**src/rtl/intersection_controller.sv**
```systemverilog
// Two-road intersection sequencer: main/side signal heads plus pedestrian WALK,
// main road resting on green, timed clearance phases between conflicting greens.
module intersection_controller #(
    parameter int unsigned CNT_W           = 8,
    parameter int unsigned MAIN_MIN_GREEN  = 20,
    parameter int unsigned SIDE_GREEN_TIME = 10,
    parameter int unsigned YELLOW_TIME     = 4,
    parameter int unsigned ALL_RED_TIME    = 2,
    parameter int unsigned WALK_TIME       = 8
) (
    input  logic       clk,
    input  logic       reset,
    input  logic       side_req,
    input  logic       ped_req,
    output logic       main_red,
    output logic       main_yellow,
    output logic       main_green,
    output logic       side_red,
    output logic       side_yellow,
    output logic       side_green,
    output logic       walk,
    output logic       ped_pending,
    output logic [2:0] phase
);

    typedef enum logic [2:0] {
        ALL_RED_M   = 3'd0,
        MAIN_GREEN  = 3'd1,
        MAIN_YELLOW = 3'd2,
        ALL_RED_S   = 3'd3,
        PED_WALK    = 3'd4,
        SIDE_GREEN  = 3'd5,
        SIDE_YELLOW = 3'd6
    } state_t;

    // Last timer value of each timed state (state lasts exactly D cycles)
    localparam logic [CNT_W-1:0] MIN_GREEN_LAST  = CNT_W'(MAIN_MIN_GREEN - 1);
    localparam logic [CNT_W-1:0] SIDE_GREEN_LAST = CNT_W'(SIDE_GREEN_TIME - 1);
    localparam logic [CNT_W-1:0] YELLOW_LAST     = CNT_W'(YELLOW_TIME - 1);
    localparam logic [CNT_W-1:0] ALL_RED_LAST    = CNT_W'(ALL_RED_TIME - 1);
    localparam logic [CNT_W-1:0] WALK_LAST       = CNT_W'(WALK_TIME - 1);

    state_t           state, state_next;
    logic [CNT_W-1:0] timer, timer_next;
    logic             ped_next;
    logic [2:0]       main_next, side_next;
    logic             walk_next;

    // State, timer, pending request and registered lamp drivers
    always_ff @(posedge clk or negedge reset) begin
        if (!reset) begin
            state       <= ALL_RED_M;
            timer       <= '0;
            ped_pending <= 1'b0;
            main_red    <= 1'b1;
            main_yellow <= 1'b0;
            main_green  <= 1'b0;
            side_red    <= 1'b1;
            side_yellow <= 1'b0;
            side_green  <= 1'b0;
            walk        <= 1'b0;
        end else begin
            state       <= state_next;
            timer       <= timer_next;
            ped_pending <= ped_next;
            {main_red, main_yellow, main_green} <= main_next;
            {side_red, side_yellow, side_green} <= side_next;
            walk        <= walk_next;
        end
    end

    // Next-state, timer and pedestrian latch; lamps decoded from the next state
    always_comb begin
        state_next = state;
        timer_next = timer + CNT_W'(1);
        ped_next   = ped_pending;
        main_next  = 3'b100;
        side_next  = 3'b100;
        walk_next  = 1'b0;

        case (state)
            ALL_RED_M:   if (timer == ALL_RED_LAST) state_next = MAIN_GREEN;
            MAIN_GREEN:  if (timer == MIN_GREEN_LAST && (side_req || ped_pending))
                             state_next = MAIN_YELLOW;
            MAIN_YELLOW: if (timer == YELLOW_LAST) state_next = ALL_RED_S;
            ALL_RED_S:   if (timer == ALL_RED_LAST)
                             state_next = ped_pending ? PED_WALK : SIDE_GREEN;
            PED_WALK:    if (timer == WALK_LAST)
                             state_next = side_req ? SIDE_GREEN : ALL_RED_M;
            SIDE_GREEN:  if (timer == SIDE_GREEN_LAST) state_next = SIDE_YELLOW;
            SIDE_YELLOW: if (timer == YELLOW_LAST) state_next = ALL_RED_M;
            default:     state_next = ALL_RED_M;
        endcase

        // Main green holds its timer at the minimum so the exit check stays armed
        if (state_next != state)
            timer_next = '0;
        else if (state == MAIN_GREEN && timer == MIN_GREEN_LAST)
            timer_next = timer;

        if (state_next == PED_WALK && state != PED_WALK)
            ped_next = 1'b0;
        else if (ped_req && state != PED_WALK)
            ped_next = 1'b1;

        case (state_next)
            MAIN_GREEN:  main_next = 3'b001;
            MAIN_YELLOW: main_next = 3'b010;
            SIDE_GREEN:  side_next = 3'b001;
            SIDE_YELLOW: side_next = 3'b010;
            PED_WALK:    walk_next = 1'b1;
            default:     ;
        endcase
    end

    assign phase = state;

endmodule
```
**config.mk**
```make
export PLATFORM = sky130hd
export DESIGN_NAME = intersection_controller
export DESIGN_NICKNAME = d
export VERILOG_FILES = /design/src/rtl/intersection_controller.sv
export SDC_FILE = /design/constraint.sdc
export NUM_CORES = 1
export LEC_CHECK = 0
export CAP_MARGIN = 40
export CORE_AREA = 2 2 51 53
export DETAILED_ROUTE_END_ITERATION = 8
export DIE_AREA = 0 0 53 55
export PLACE_DENSITY = 0.71
export RECOVER_POWER = 25
export SLEW_MARGIN = 10
export SYNTH_ARGS = -nofsm -noshare
export SYNTH_HDL_FRONTEND = slang
export SYNTH_SLANG_ARGS = --single-unit
```
**constraint.sdc**
```tcl
create_clock -name clk -period 1.9 [get_ports clk]
set_input_delay 0.285 -clock clk [delete_from_list [all_inputs] [get_ports clk]]
set_output_delay 0.285 -clock clk [all_outputs]
set_load 0.02 [all_outputs]
```
==> results_dict.tcl <==
set metrics [dict create \
    p_total_mw 0.670 \
    async_flop_share_pct 100 \
    area_growth_syn_to_layout_pct 49.3 \
    synth_commonest_cells "17 x dfrtp_1, 10 x nor2_1, 7 x nand3_1" \
    cts_tree "built" \
    path_clk_slew_ns 0.12 \
    grt_pass1_vias 991 \
    synth_top_area_share_pct 39.9 \
    start_util_pct 45.1 \
    r2r_end "timer[1]" \
    remaining_drc_errors 0 \
    first_iter_violations 22 \
    clock_latency_ns 0.31 \
    ir_worst_vdd_uv 434 \
    cts_max_level 1 \
    period_needed_ns 2.01 \
    clock_skew_ns 0.00340 \
    power.density_nw_per_um2 421 \
    rows 18 \
    slew_headroom_pct 32.1 \
    synthCells 108 \
    pre_cts_slack_ns -0.248 \
    crit_arrival_ns 2.25 \
    crit_end "timer[1]" \
    reg2reg_from "timer[6]" \
    pin_count 15 \
    ys_seq_elements 19 \
    cp_num_buf_inv 0 \
    grt_max_degree 20 \
    cts_buffers 3 \
    cts.path.max_buffers 2 \
    die_h_microns 55 \
    io_buffers 14 \
    ys_top_cells_by_area "dfrtp_1 40%, dfstp_2 4.9%, xor2_1 4.1%" \
    violations "setup timing" \
    rsz0062_at_grt "true" \
    drt-pass1-iter-count 4 \
    p_int_mw 0.508 \
    hold_violations 0 \
    post_drt_wl_per_cell_microns 15.7 \
    place_inst 172 \
    endpoint_kind "flip-flop" \
    grt_pass1_wl_microns 4630 \
    p_comb_share_pct 7.1 \
    crit_type "flip-flop to flip-flop" \
    cp-start-kind "flip-flop" \
    syn_area_sq_um 1070 \
    drt.antenna.violating_nets 0 \
    yosysSeqAreaShare_pct 44.8 \
    diodes 0 \
    tightest_slew_ns 1.02 \
    ys_warn_count 0 \
    crit_family "compound AO/OA/AOI/OAI gates" \
    grt_use_total_pct 22.2 \
    r2r_slack_ns -0.11 \
    crit_cells 6 \
    max_stage_delay_ns 0.47 \
    cp_max_fo 4 \
    synth_edf_count 0 \
    fin_cells 184 \
    startpoint "timer[6]" \
    vias 1019 \
    pwr-share-clk_pct 32.4 \
    status "complete, but fails checks" \
    cts-root-buf "clkbuf_4" \
    final.setup.worst_slack_ns -0.113 \
    reg2regPathDepth 6 \
    seqPwrFrac_pct 60.6 \
    dieArea_sq_um 2920 \
    antenna_found_initial 0 \
    drive_above_1_share_pct 40.3 \
    timing.fmax_ghz 0.497 \
    maxSlewViolCount 0 \
    place_hpwl_microns 1930 \
    setup_viol 10 \
    path_cells "nor4b_4 -> a311o_1 -> o31ai_2 -> or2_0 -> a221o_1 -> a211oi_2" \
    yosysTopAreaCell "dfrtp_1" \
    fp.coreArea_sq_um 2360 \
    synth_cell_types 38 \
    cts_sinks 19 \
    required_ns 2.13 \
    max-cap-violations 0 \
    synth_nets 114 \
    ys.flop_type "dfrtp_1" \
    fin_crit_sh_pct 106 \
    place_area_sq_um 1430 \
    nets 161 \
    yosysMostFrequentCell "dfrtp_1" \
    gp_congestion 0.946 \
    drt_wl_total_microns 2880 \
    stdcell_area_sq_um 1590 \
    p_leak_nw 0.689 \
    worstHoldPathType "primary input to flip-flop" \
    via_per_inst 5.54 \
    avgSynthCellArea_sq_um 9.87 \
    ctsHoldBuffers 0 \
    p_sw_mw 0.162 \
    die-width_microns 53 \
    overflow 0 \
    swShare_pct 24.2 \
    slowest_stage "dfrtp_2" \
]
-- worst register-to-register path, delay by kind of cell, from the launching register on --
family          cells  cell delay [ns]
simple gates        2             0.56
compound gates      4             0.91
flops               1             0.47
-- registers in the layout (all words and copies together) (netlist names) --
| signal | cells |
|---|---|
| walk | 1 |
| main_red | 1 |
| side_red | 1 |
| main_yellow | 1 |
| phase | 3 |
| ped_pending | 1 |
| side_yellow | 1 |
| side_green | 1 |
| timer | 8 |
| main_green | 1 |
-- area by class of cell --
type	instances	area [sq um]
fill	193	773
multi-input combinational	78	634
sequential	19	483
timing repair buffer	47	384
tap	30	37.5
clock buffer	3	22.5
inverter	6	22.5
clock inverter	1	7.51
-- logic make-up after synthesis --
group                      count (synthesis)  share of synthesized area, %
adders and majority gates                  2                          2.35
xor gates and xnor gates                   7                          5.75
AOI/OAI and AO/OA                         23                          16.1
DFF                                       19                          44.8
and+or+nand+nor                           46                          26.9
buffers and inverters                     11                          4.11
-- per-stage QoR --
stage	hold slack, ns	TNS [ns]	util, %
after floorplan	-0.0106	0	-
after global placement	0.592	-2.02	60.3
after detailed placement	0.601	-2.65	60.3
after CTS	0.303	-0.434	65.8
after global routing	0.588	-2.11	67.3
final	0.569	-0.600	67.3
-- layout by cell type (no fill, tap or decap), types with 2 or more instances in the layout --
cell / n
clkbuf_4: 3
buf_4: 32
xnor2_1: 2
nor3b_2: 3
a211oi_2: 2
dfstp_2: 2
ha_1: 2
nand2b_1: 4
nor2_1: 9
a31oi_1: 2
dfrtp_1: 13
nand3_1: 7
dfrtp_2: 4
inv_1: 6
nand2_1: 3
nand3b_1: 2
xor2_1: 5
a21oi_1: 5
and3_1: 4
clkdlybuf4s50_1: 13
-- worst min path at each step --
stage | start | end | slack (ns) | depth (start not counted)
after global routing | ped_req | ped_pending | 0.59 | 3
after floorplan | reset | main_green | -0.01 | 0
final | ped_req | ped_pending | 0.57 | 3
after detailed placement | timer[0] | timer[0] | 0.60 | 2
after global placement | timer[0] | timer[0] | 0.59 | 2
after CTS | reset | timer[6] | 0.30 | 2
-- per-layer routing --
metal | up-vias | part of all wire [%] | global-route usage [%]
met3 | 13 | 3.9 | 4.57
met5 | - | 0 | 0
met1 | 495 | 41 | 26.8
met4 | 0 | 3.5 | 11.5
met2 | 35 | 51 | 37.5
li1 | 476 | - | -
-- power by group through the flow --
stage | logic (mW) | clock network (mW) | registers [mW]
after floorplan | 0.0203 | 0 | 0.413
after global placement | 0.0428 | 0 | 0.413
after detailed placement | 0.0446 | 0 | 0.413
after CTS | 0.0486 | 0.226 | 0.406
after global routing | 0.0534 | 0.239 | 0.406
final | 0.0474 | 0.217 | 0.406
-- what timing repair did --
| action | 4_1_cts | 5_1_grt |
|---|---|---|
| gates resized for setup | 13 | 5 |
| setup endpoints to repair | 13 | 17 |
| endpoints found under the hold margin | 0 | 0 |
| pin swaps | 3 | 2 |
| setup buffers | 5 | 3 |
No activity file was read; power rests on OpenSTA's default activity.
